## config.mk

```make
export PLATFORM = sky130hd
export DESIGN_NAME = booth_divider
export DESIGN_NICKNAME = d
export VERILOG_FILES = /design/src/rtl/booth_divider.sv
export SDC_FILE = /design/constraint.sdc
export NUM_CORES = 1
export LEC_CHECK = 0
export ABC_AREA = 1
export BUFFER_PORTS_ARGS = -buffer_cell sky130_fd_sc_hd__buf_2
export CORE_MARGIN = 10
export CORE_UTILIZATION = 45
export CTS_BUF_LIST = sky130_fd_sc_hd__clkbuf_16
export DETAILED_ROUTE_END_ITERATION = 10
export GPL_ROUTABILITY_DRIVEN = 0
export SLEW_MARGIN = 5
export SYNTH_ARGS = -nofsm -noshare
export SYNTH_HDL_FRONTEND = slang
export SYNTH_SLANG_ARGS = --single-unit
```

## constraint.sdc

```tcl
create_clock -name clk -period 8.03 [get_ports clk]
set_input_delay 1.606 -clock clk [delete_from_list [all_inputs] [get_ports clk]]
set_output_delay 1.606 -clock clk [all_outputs]
set_load 0.1 [all_outputs]
```

## src/rtl/booth_divider.sv

```systemverilog
// Sequential signed divider: start, then dividend, then divisor on data_in.
// Restoring division on operand magnitudes over WIDTH cycles.
// Signs are applied in a final FIX cycle: the quotient truncates toward zero,
// and the remainder takes the sign of the dividend.
module booth_divider #(
  parameter int WIDTH = 16
) (
  input  logic             clk,
  input  logic             rst,
  input  logic             start,
  input  logic [WIDTH-1:0] data_in,
  output logic [WIDTH-1:0] quotient,
  output logic [WIDTH-1:0] remainder,
  output logic             done,
  output logic             busy,
  output logic             div_by_zero
);

  localparam int CW = $clog2(WIDTH + 1);

  typedef enum logic [2:0] {
    S_IDLE,
    S_LDA,
    S_LDB,
    S_DIV,
    S_FIX,
    S_DONE
  } state_t;

  state_t           r_state;
  logic [WIDTH-1:0] r_a;      // captured dividend (raw two's complement)
  logic             r_sa;     // dividend sign
  logic             r_sb;     // divisor sign
  logic [WIDTH-1:0] r_q;      // dividend magnitude shifting out / quotient bits shifting in
  logic [WIDTH-1:0] r_m;      // divisor magnitude
  logic [WIDTH:0]   r_r;      // partial remainder
  logic [CW-1:0]    r_count;  // iterations left

  logic [WIDTH-1:0] w_a_mag;
  logic [WIDTH-1:0] w_b_mag;
  logic [WIDTH+1:0] w_shift;
  logic [WIDTH+1:0] w_diff;
  logic             w_fits;
  logic [WIDTH-1:0] w_q_next;
  logic [WIDTH:0]   w_r_next;
  logic [WIDTH-1:0] w_r_low;

  // Operand magnitudes and one restoring-division step.
  // NOTE: every output of this block gets a default first, so no path leaves
  // a signal unassigned and no latch is inferred.
  always_comb begin
    w_a_mag  = r_a;
    w_b_mag  = data_in;
    w_shift  = {r_r, r_q[WIDTH-1]};
    w_diff   = w_shift - {2'b00, r_m};
    w_fits   = ~w_diff[WIDTH+1];
    w_q_next = {r_q[WIDTH-2:0], w_fits};
    w_r_next = w_shift[WIDTH:0];
    w_r_low  = r_r[WIDTH-1:0];
    // Negating the most negative value wraps to itself.
    // Read unsigned, that is exactly 2^(WIDTH-1).
    if (r_a[WIDTH-1])     w_a_mag  = -r_a;
    if (data_in[WIDTH-1]) w_b_mag  = -data_in;
    if (w_fits)           w_r_next = w_diff[WIDTH:0];
  end

  // Control FSM plus datapath registers and registered outputs.
  // NOTE: all state here is updated with non-blocking assignments.
  // Every register therefore sees the values from before the edge,
  // whatever order the statements are written in.
  always_ff @(posedge clk or posedge rst) begin
    if (rst) begin
      r_state     <= S_IDLE;
      r_a         <= '0;
      r_sa        <= 1'b0;
      r_sb        <= 1'b0;
      r_q         <= '0;
      r_m         <= '0;
      r_r         <= '0;
      r_count     <= '0;
      quotient    <= '0;
      remainder   <= '0;
      done        <= 1'b0;
      busy        <= 1'b0;
      div_by_zero <= 1'b0;
    end else begin
      unique case (r_state)
        S_IDLE, S_DONE: begin
          if (start) begin
            r_state <= S_LDA;
            done    <= 1'b0;
            busy    <= 1'b1;
          end
        end

        S_LDA: begin
          r_a     <= data_in;
          r_sa    <= data_in[WIDTH-1];
          r_state <= S_LDB;
        end

        S_LDB: begin
          r_sb <= data_in[WIDTH-1];
          if (data_in == '0) begin
            quotient    <= '1;
            remainder   <= r_a;
            div_by_zero <= 1'b1;
            done        <= 1'b1;
            busy        <= 1'b0;
            r_state     <= S_DONE;
          end else begin
            r_q     <= w_a_mag;
            r_m     <= w_b_mag;
            r_r     <= '0;
            r_count <= CW'(WIDTH);
            r_state <= S_DIV;
          end
        end

        S_DIV: begin
          r_q     <= w_q_next;
          r_r     <= w_r_next;
          r_count <= r_count - 1'b1;
          if (r_count == CW'(1)) r_state <= S_FIX;
        end

        S_FIX: begin
          // The remainder magnitude is below |divisor|, so its low WIDTH bits hold it.
          quotient    <= (r_sa ^ r_sb) ? -r_q : r_q;
          remainder   <= r_sa ? -w_r_low : w_r_low;
          div_by_zero <= 1'b0;
          done        <= 1'b1;
          busy        <= 1'b0;
          r_state     <= S_DONE;
        end

        default: r_state <= S_IDLE;
      endcase
    end
  end

endmodule

```

# Word level (Yosys, flattened, before mapping)
# Index checks and enable logic that the tools add are counted.
[totals]
out_inout_bits = 35
reg_bits = 110
elab_cells = 69
[op_classes]
n_mux = 26
add_sub_neg = 6
n_bitwise = 3
n_eq_ne = 10
reduce_logical = 11
[ops]
columns = ["cell", "count"]
rows = [
  ["16-bit two-way mux", 7],
  ["16-bit case mux with 2 select lines", 3],
  ["16-bit negation", 4],
  ["17-bit two-way mux", 2],
  ["17-bit case mux with 2 select lines", 1],
  ["18-bit by 16-bit subtractor with 18-bit output", 1],
  ["16-bit logical NOT", 1],
  ["3-bit case mux with 5 select lines", 1],
  ["5-bit case mux with 2 select lines", 1],
  ["3-bit two-way mux", 3],
  ["2-bit inequality test, second input constant", 4],
  ["2-bit AND reduction", 4],
  ["3-bit by 2-bit equality test with 1-bit output, second input constant", 2],
  ["3-bit equality test, second input constant", 2],
  ["1-bit case mux with 3 select lines", 2],
  ["5-bit by 1-bit equality test with 1-bit output, second input constant", 1],
  ["5-bit two-way mux", 1],
  ["5-bit by 1-bit subtractor with 5-bit output, second input constant", 1],
  ["1-bit two-way mux", 4],
  ["2-bit nonzero test", 2],
  ["3-bit by 1-bit equality test with 1-bit output, second input constant", 1],
  ["3-bit logical NOT", 1],
  ["3-bit AND reduction", 1],
  ["3-bit nonzero test", 1],
  ["4 further kinds", 5],
]

# Logic depth before layout (Yosys ltp)
# Gate-level depths: netlist of the first run.
[depth]
word_depth = 4
ltp_mapped = 15
depth_no_buf = 15

# Least setup slack after synthesis of the first run
# OpenSTA, ideal clock, no wires.
[synth_timing]
path_kind = "input port to flip-flop"
start = "in data_in[0]"
end = "reg remainder[1]"
stages = 12
required_ns = 7.901
setup_time_ns = 0.129
path_buffers = 1
slack_ns = 5.073
arrival_time_ns = 2.828
cell_sequence = "inv_1 > ha_1 > nand4_2 > nor2_2 > nand2_1 > nor2_2 > nand2_4 > nand2_8 > inv_4 > buf_6 > nand2_2 > o211ai_2"
[synth_between]
elab_chain_len = 3
[synth_lines]
columns = ["element", "line_no", "text"]
rows = [
  ["from (decl)", "11", "input logic [WIDTH-1:0] data_in,"],
  ["16-bit logical NOT", "104", "if (data_in == '0) begin"],
  ["2-bit inequality test (no line)", "--", ""],
  ["2-bit AND reduction (no line)", "--", ""],
  ["to (signal assigned)", "106", "remainder <= r_a;"],
  ["to (signal assigned)", "130", "remainder <= r_sa ? -w_r_low : w_r_low;"],
  ["to (decl)", "13", "output logic [WIDTH-1:0] remainder,"],
]
# No other way between the ends.
# A chain may end at the register's enable or synchronous reset.

# Worst setup path after layout of the first run
[layout_timing]
start = "in data_in[0]"
end = "reg r_q[9]"
[layout_between]
elab_chain_len = 3
[layout_lines]
columns = ["element", "line_no", "text"]
rows = [
  ["16-bit logical NOT", "104", ""],
  ["2-bit inequality test (no line)", "--", ""],
  ["2-bit AND reduction (no line)", "--", ""],
  ["to (signal assigned)", "112", "r_q <= w_a_mag;"],
  ["to (signal assigned)", "121", "r_q <= w_q_next;"],
  ["to (decl)", "34", "logic [WIDTH-1:0] r_q;"],
]
# No other way between the ends.

==> impl_metrics.tcl, run 1 <==
set metrics [dict create \
    dieArea_um2 21300 \
    required_ns 8.30 \
    crit_path_start "data_in[0]" \
    async_flop_share 1.00 \
    holdCritStartpoint "r_count[4]" \
    crit_top_cell "nand2_1" \
    worstMarginPinSlew_ns 1.01 \
    grt_max_degree 62 \
    die_w_um 146 \
    synth_compound_area_frac 0.128 \
    timing.fmax_mhz 267 \
    synth_most_common_cell "nand2_1" \
    fp.dieH_um 146 \
    clk_pin_slew_ns 0.08 \
    clkLatencyLatePin_ns 0.36 \
    ctsHoldBuffers 0 \
    hold_path.class "reg2reg" \
    yosys.area_share.xor_xnor 0.0331 \
    crit_end "r_q[9]" \
    drive_gt1_frac 0.105 \
    synthTopCellsByArea "dfrtp_1 38%, nand2_1 14%, nand3_1 8.5%" \
    grt-ovfl-total 0 \
    reg2reg_to "r_q[2]" \
    remaining_drc_errors 0 \
    fill_cells 1554 \
    crit_type "in2reg" \
    drv_slew 0 \
    core_area_um2 15400 \
    rows 45 \
    root_buffer "clkbuf_16" \
    finClkSkew_ns 0.00877 \
    fin_tns_setup_ns 0 \
    dr.pass1.iters 5 \
    h-tree-depth 3 \
    arrival_ns 4.02 \
    setup_violations 0 \
    cpPeakStageDelay_ns 0.52 \
    cts_setup_buffers 0 \
    start_kind "input port" \
    cp_num_buf_inv 3 \
    hpwl_um 15200 \
    antenna_found_initial 0 \
    ant_nets 0 \
    r2r_setup_slack_ns 5.51 \
    status "completed" \
    finalNetCount 1080 \
    synth_warnings 0 \
    synth_flop_cell "dfrtp_1" \
    synth_edf_count 0 \
    rsz0062_at_grt "false" \
    synth_mux_area_frac 0 \
    syn_nets 1040 \
    fin_crit_sh 0.467 \
    synth_top_family_by_area "simple AND/OR/NAND/NOR gates" \
    syn2layout_area_growth_pct 10.3 \
    maxCapViolations 0 \
    relSlewSlack 0.325 \
    reg2regPathDepth 6 \
    io_pins 54 \
    crit_chain "buf_2 -> inv_1 -> ha_1 -> nand3_1 -> nor2_1 -> nand2_1 -> nand2_2 -> nand2_1 -> inv_2 -> nand2_1 -> o211ai_1" \
    crit_path_end_kind "flop" \
    hold_viol 0 \
    numCtsBuffers 9 \
    fin_crit_ns 3.75 \
    yosys.area.top_type_share 0.382 \
    slowest_stage "nand2_2" \
    grt_use_total 0.185 \
    r2r_start "r_state[0]" \
    post-route-util 0.512 \
    syn_inst 998 \
    yosysTopAreaCell "dfrtp_1" \
    diodes 0 \
    initial_core_util 0.465 \
    cp_max_fo 37 \
    synth-simple-area-share 0.317 \
    grt_pass1_wl_um 32700 \
    first_iter_violations 443 \
    syn_area_per_cell_um2 7.16 \
    cp_top_family "simple AND/OR/NAND/NOR gates" \
    netlist_top_cells_count "258 x nand2_1, 139 x inv_1, 122 x nand3_1, 109 x dfrtp_1, 77 x o21ai_0" \
    vias_per_cell 5.23 \
    io_buffer_count 53 \
    cts.repair.resized 0 \
    drt_wl_total_um 20000 \
    cts_tree "built" \
    synth_adder_area_share 0.0413 \
    vias 6558 \
    synth_area_um2 7140 \
    ys_seq_area_frac 0.382 \
    crit_cells 11 \
    ys_ff_latch 109 \
    clk_path_buf_depth 2 \
    post_drt_wl_per_cell_um 15.9 \
    clkSinkCount 109 \
    grt_pass1_vias 6155 \
    ys_types 42 \
]
==> sequential cells by signal, indices dropped and copies added (netlist names) <==
name	flops
quotient	16
r_m	16
busy	1
r_a	16
remainder	16
r_q	16
r_sb	1
r_r	17
div_by_zero	1
done	1
r_count	5
r_state	3
==> final cells by class <==
type,instances,area [um2],share of cell area
Clock buffer,9,225,0.0286
Inverter,145,549,0.0697
Clock inverter,7,104,0.0132
Tap cell,211,264,0.0335
Sequential cell,109,2730,0.346
Multi-Input combinational cell,716,3710,0.471
Timing Repair Buffer,57,295,0.0375
==> per-stage QoR <==
step	std cells	worst slack, ns	hold WS, ns	instance area, um2
after floorplan	998	3.55	0.446	7140
after global placement	1238	4.06	0.469	7550
after detailed placement	1238	3.96	0.475	7550
after CTS	1254	4.35	0.486	7880
after global routing	1254	4.05	0.509	7880
final	1254	4.28	0.479	7880
==> kinds of logic after synthesis <==
group / count (synthesis)
buffers and inverters: 173
XOR/XNOR: 27
AO/OA/AOI/OAI: 158
adder cells (fa/ha/maj): 23
flip-flops: 109
AND/OR/NAND/NOR: 508
==> worst min path at each step <==
stage	to	slack [ns]	cells after the start
after floorplan	r_count[4]	0.45	1
after global placement	r_m[8]	0.47	2
after detailed placement	remainder[2]	0.47	2
after CTS	r_count[4]	0.49	1
after global routing	r_m[6]	0.51	2
final	r_count[4]	0.48	1
==> metal layers <==
| layer | share of wire | routed length [um] | GRT usage | vias to the layer above |
|---|---|---|---|---|
| met5 | 0 | 0 | 0 | - |
| met4 | 0.0087 | 174 | 0.0355 | 0 |
| met3 | 0.063 | 1250 | 0.0394 | 13 |
| met2 | 0.43 | 8530 | 0.273 | 178 |
| li1 | - | - | - | 3328 |
| met1 | 0.50 | 10000 | 0.272 | 3039 |
==> placed cells by master (no fill, tap or decap), types with 12 or more instances in the layout <==
cell / instances
buf_2: 53
o21ai_0: 77
nor2_1: 75
a21oi_1: 35
inv_1: 138
ha_1: 22
nand3_1: 122
dfrtp_1: 109
xor2_1: 19
nand2_1: 258
o211ai_1: 12
Power of run 1 is left out: the tool's default activity adds up to more than one toggle a clock period on the data nets, which glitch-free logic cannot reach.
==> run 2: changes to the inputs <==
==> constraint.sdc (replaced) <==
create_clock -name clk -period 3.6 [get_ports clk]
set_input_delay 0.72 -clock clk [delete_from_list [all_inputs] [get_ports clk]]
set_output_delay 0.72 -clock clk [all_outputs]
set_load 0.1 [all_outputs]
==> run 2 against run 1 <==
Net effect: sequential share of layout area fell by 0.055 points; wire length fell by 0.62%; highest routed layer unchanged; worst hold slack got worse by 0.13 ns; sequential cell count is the same; core utilization grew 0.081 points.
==> impl_metrics.tcl, run 2 (synthesized netlist as in run 1, its figures left out) <==
set metrics [dict create \
    post_drt_wl_per_cell_um 15.8 \
    ant_nets 0 \
    regArea_um2 2730 \
    placed_cells 1239 \
    fin_crit_sh 0.687 \
    drv_slew 0 \
    r2r_start "r_state[2]" \
    drive_gt1_frac 0.104 \
    hold_path.class "in2async" \
    cp_max_fo 26 \
    worstMarginPinSlew_ns 1.00 \
    cts_setup_buffers 0 \
    numCtsBuffers 9 \
    vias 6543 \
    die_w_um 146 \
    fin_tns_setup_ns 0 \
    final_common_cell "nand2_1" \
    crit_type "in2reg" \
    remaining_drc_errors 0 \
    grt_pass1_wl_um 33000 \
    grt_pass1_vias 6112 \
    start_kind "input port" \
    arrival_ns 2.75 \
    clkLatencyLatePin_ns 0.36 \
    rows 45 \
    hpwl_um 15200 \
    first_iter_violations 500 \
    finClkSkew_ns 0.0114 \
    clk_pin_slew_ns 0.07 \
    cts.repair.resized 0 \
    root_buffer "clkbuf_16" \
    multiInputGateArea_um2 3710 \
    dr.pass1.iters 5 \
    grt-ovfl-total 0 \
    mostFrequentLayoutCells "258 x nand2_1, 138 x inv_1, 122 x nand3_1, 109 x dfrtp_1, 77 x o21ai_0" \
    regMostFlops "r_r" \
    drt_wl_total_um 19800 \
    io_buffer_count 53 \
    dieArea_um2 21300 \
    grt_max_degree 81 \
    fill_cells 1589 \
    crit_path_end_kind "flop" \
    timing.fmax_mhz 405 \
    setup_violations 0 \
    clk_path_buf_depth 2 \
    hold_viol 0 \
    core_area_um2 15400 \
    fp.dieH_um 146 \
    antenna_found_initial 0 \
    required_ns 3.88 \
    syn2layout_area_growth_pct 10.4 \
    largest_reg_flops 17 \
    diodes 0 \
    cts_tree "built" \
    maxCapViolations 0 \
    fin_cells 1255 \
    finalNetCount 1081 \
    grt_use_total 0.190 \
    rsz0062_at_grt "false" \
    clkSinkCount 109 \
    ctsHoldBuffers 0 \
    status "completed" \
    h-tree-depth 3 \
    initial_core_util 0.465 \
    vias_per_cell 5.21 \
    reg2regPathDepth 9 \
    r2r_setup_slack_ns 1.15 \
    reg2reg_to "r_q[3]" \
    fin_crit_ns 2.47 \
    io_pins 54 \
    relSlewSlack 0.331 \
]
## run 2: changes by cell type in the layout (fill, tap and decap cells not counted)
cell        before  now
buf_12           0    1
clkinv_1         0    2
clkinv_4         0    1
clkinvlp_4       2    0
inv_6            2    1
## run 2: layer usage
layer	track usage	part of all wire	vias up	wire [um]
met5	0	0	-	0
met4	0.0310	0.0076	0	151
met3	0.0438	0.063	14	1260
met2	0.278	0.43	173	8540
met1	0.280	0.50	3021	9900
li1	-	-	3335	-
## run 2: layout make-up
type / count / share of cell area
sequential: 109 / 0.346
inverter: 145 / 0.0696
timing repair buffer: 58 / 0.0400
tap: 211 / 0.0335
clock buffer: 9 / 0.0286
multi-input combinational: 716 / 0.470
clock inverter: 7 / 0.0122
## run 2: worst max-delay path, stage by stage
cell and delay [ns]:
buf_2 0.09, inv_1 0.09, ha_1 0.21, nand3_1 0.11, nor2_1 0.11, nand2_1 0.07, nand2_2 0.30, nand2_1 0.35
inv_2 0.49, nand2_1 0.10, o211ai_1 0.11
## run 2: per-stage QoR
step | setup slack, ns | util | instance area, um2 | hold WS, ns
after floorplan | 0.00605 | - | 7140 | 0.446
after global placement | 0.835 | 0.492 | 7570 | 0.469
after detailed placement | 0.762 | 0.492 | 7570 | 0.473
after CTS | 1.13 | 0.513 | 7890 | 0.357
after global routing | 0.847 | 0.513 | 7890 | 0.368
final | 1.13 | 0.513 | 7890 | 0.348
## run 2: worst max path at each step
stage                    to        start  slack (ns)
floorplan              busy          rst       0.006
global placement     r_q[0]   data_in[0]        0.84
detailed placement  r_q[10]   data_in[0]        0.76
CTS                  r_q[3]   data_in[0]        1.13
global route        r_q[10]  data_in[15]        0.85
finish               r_q[9]   data_in[0]        1.13
Power of run 2 is left out for the same reason.
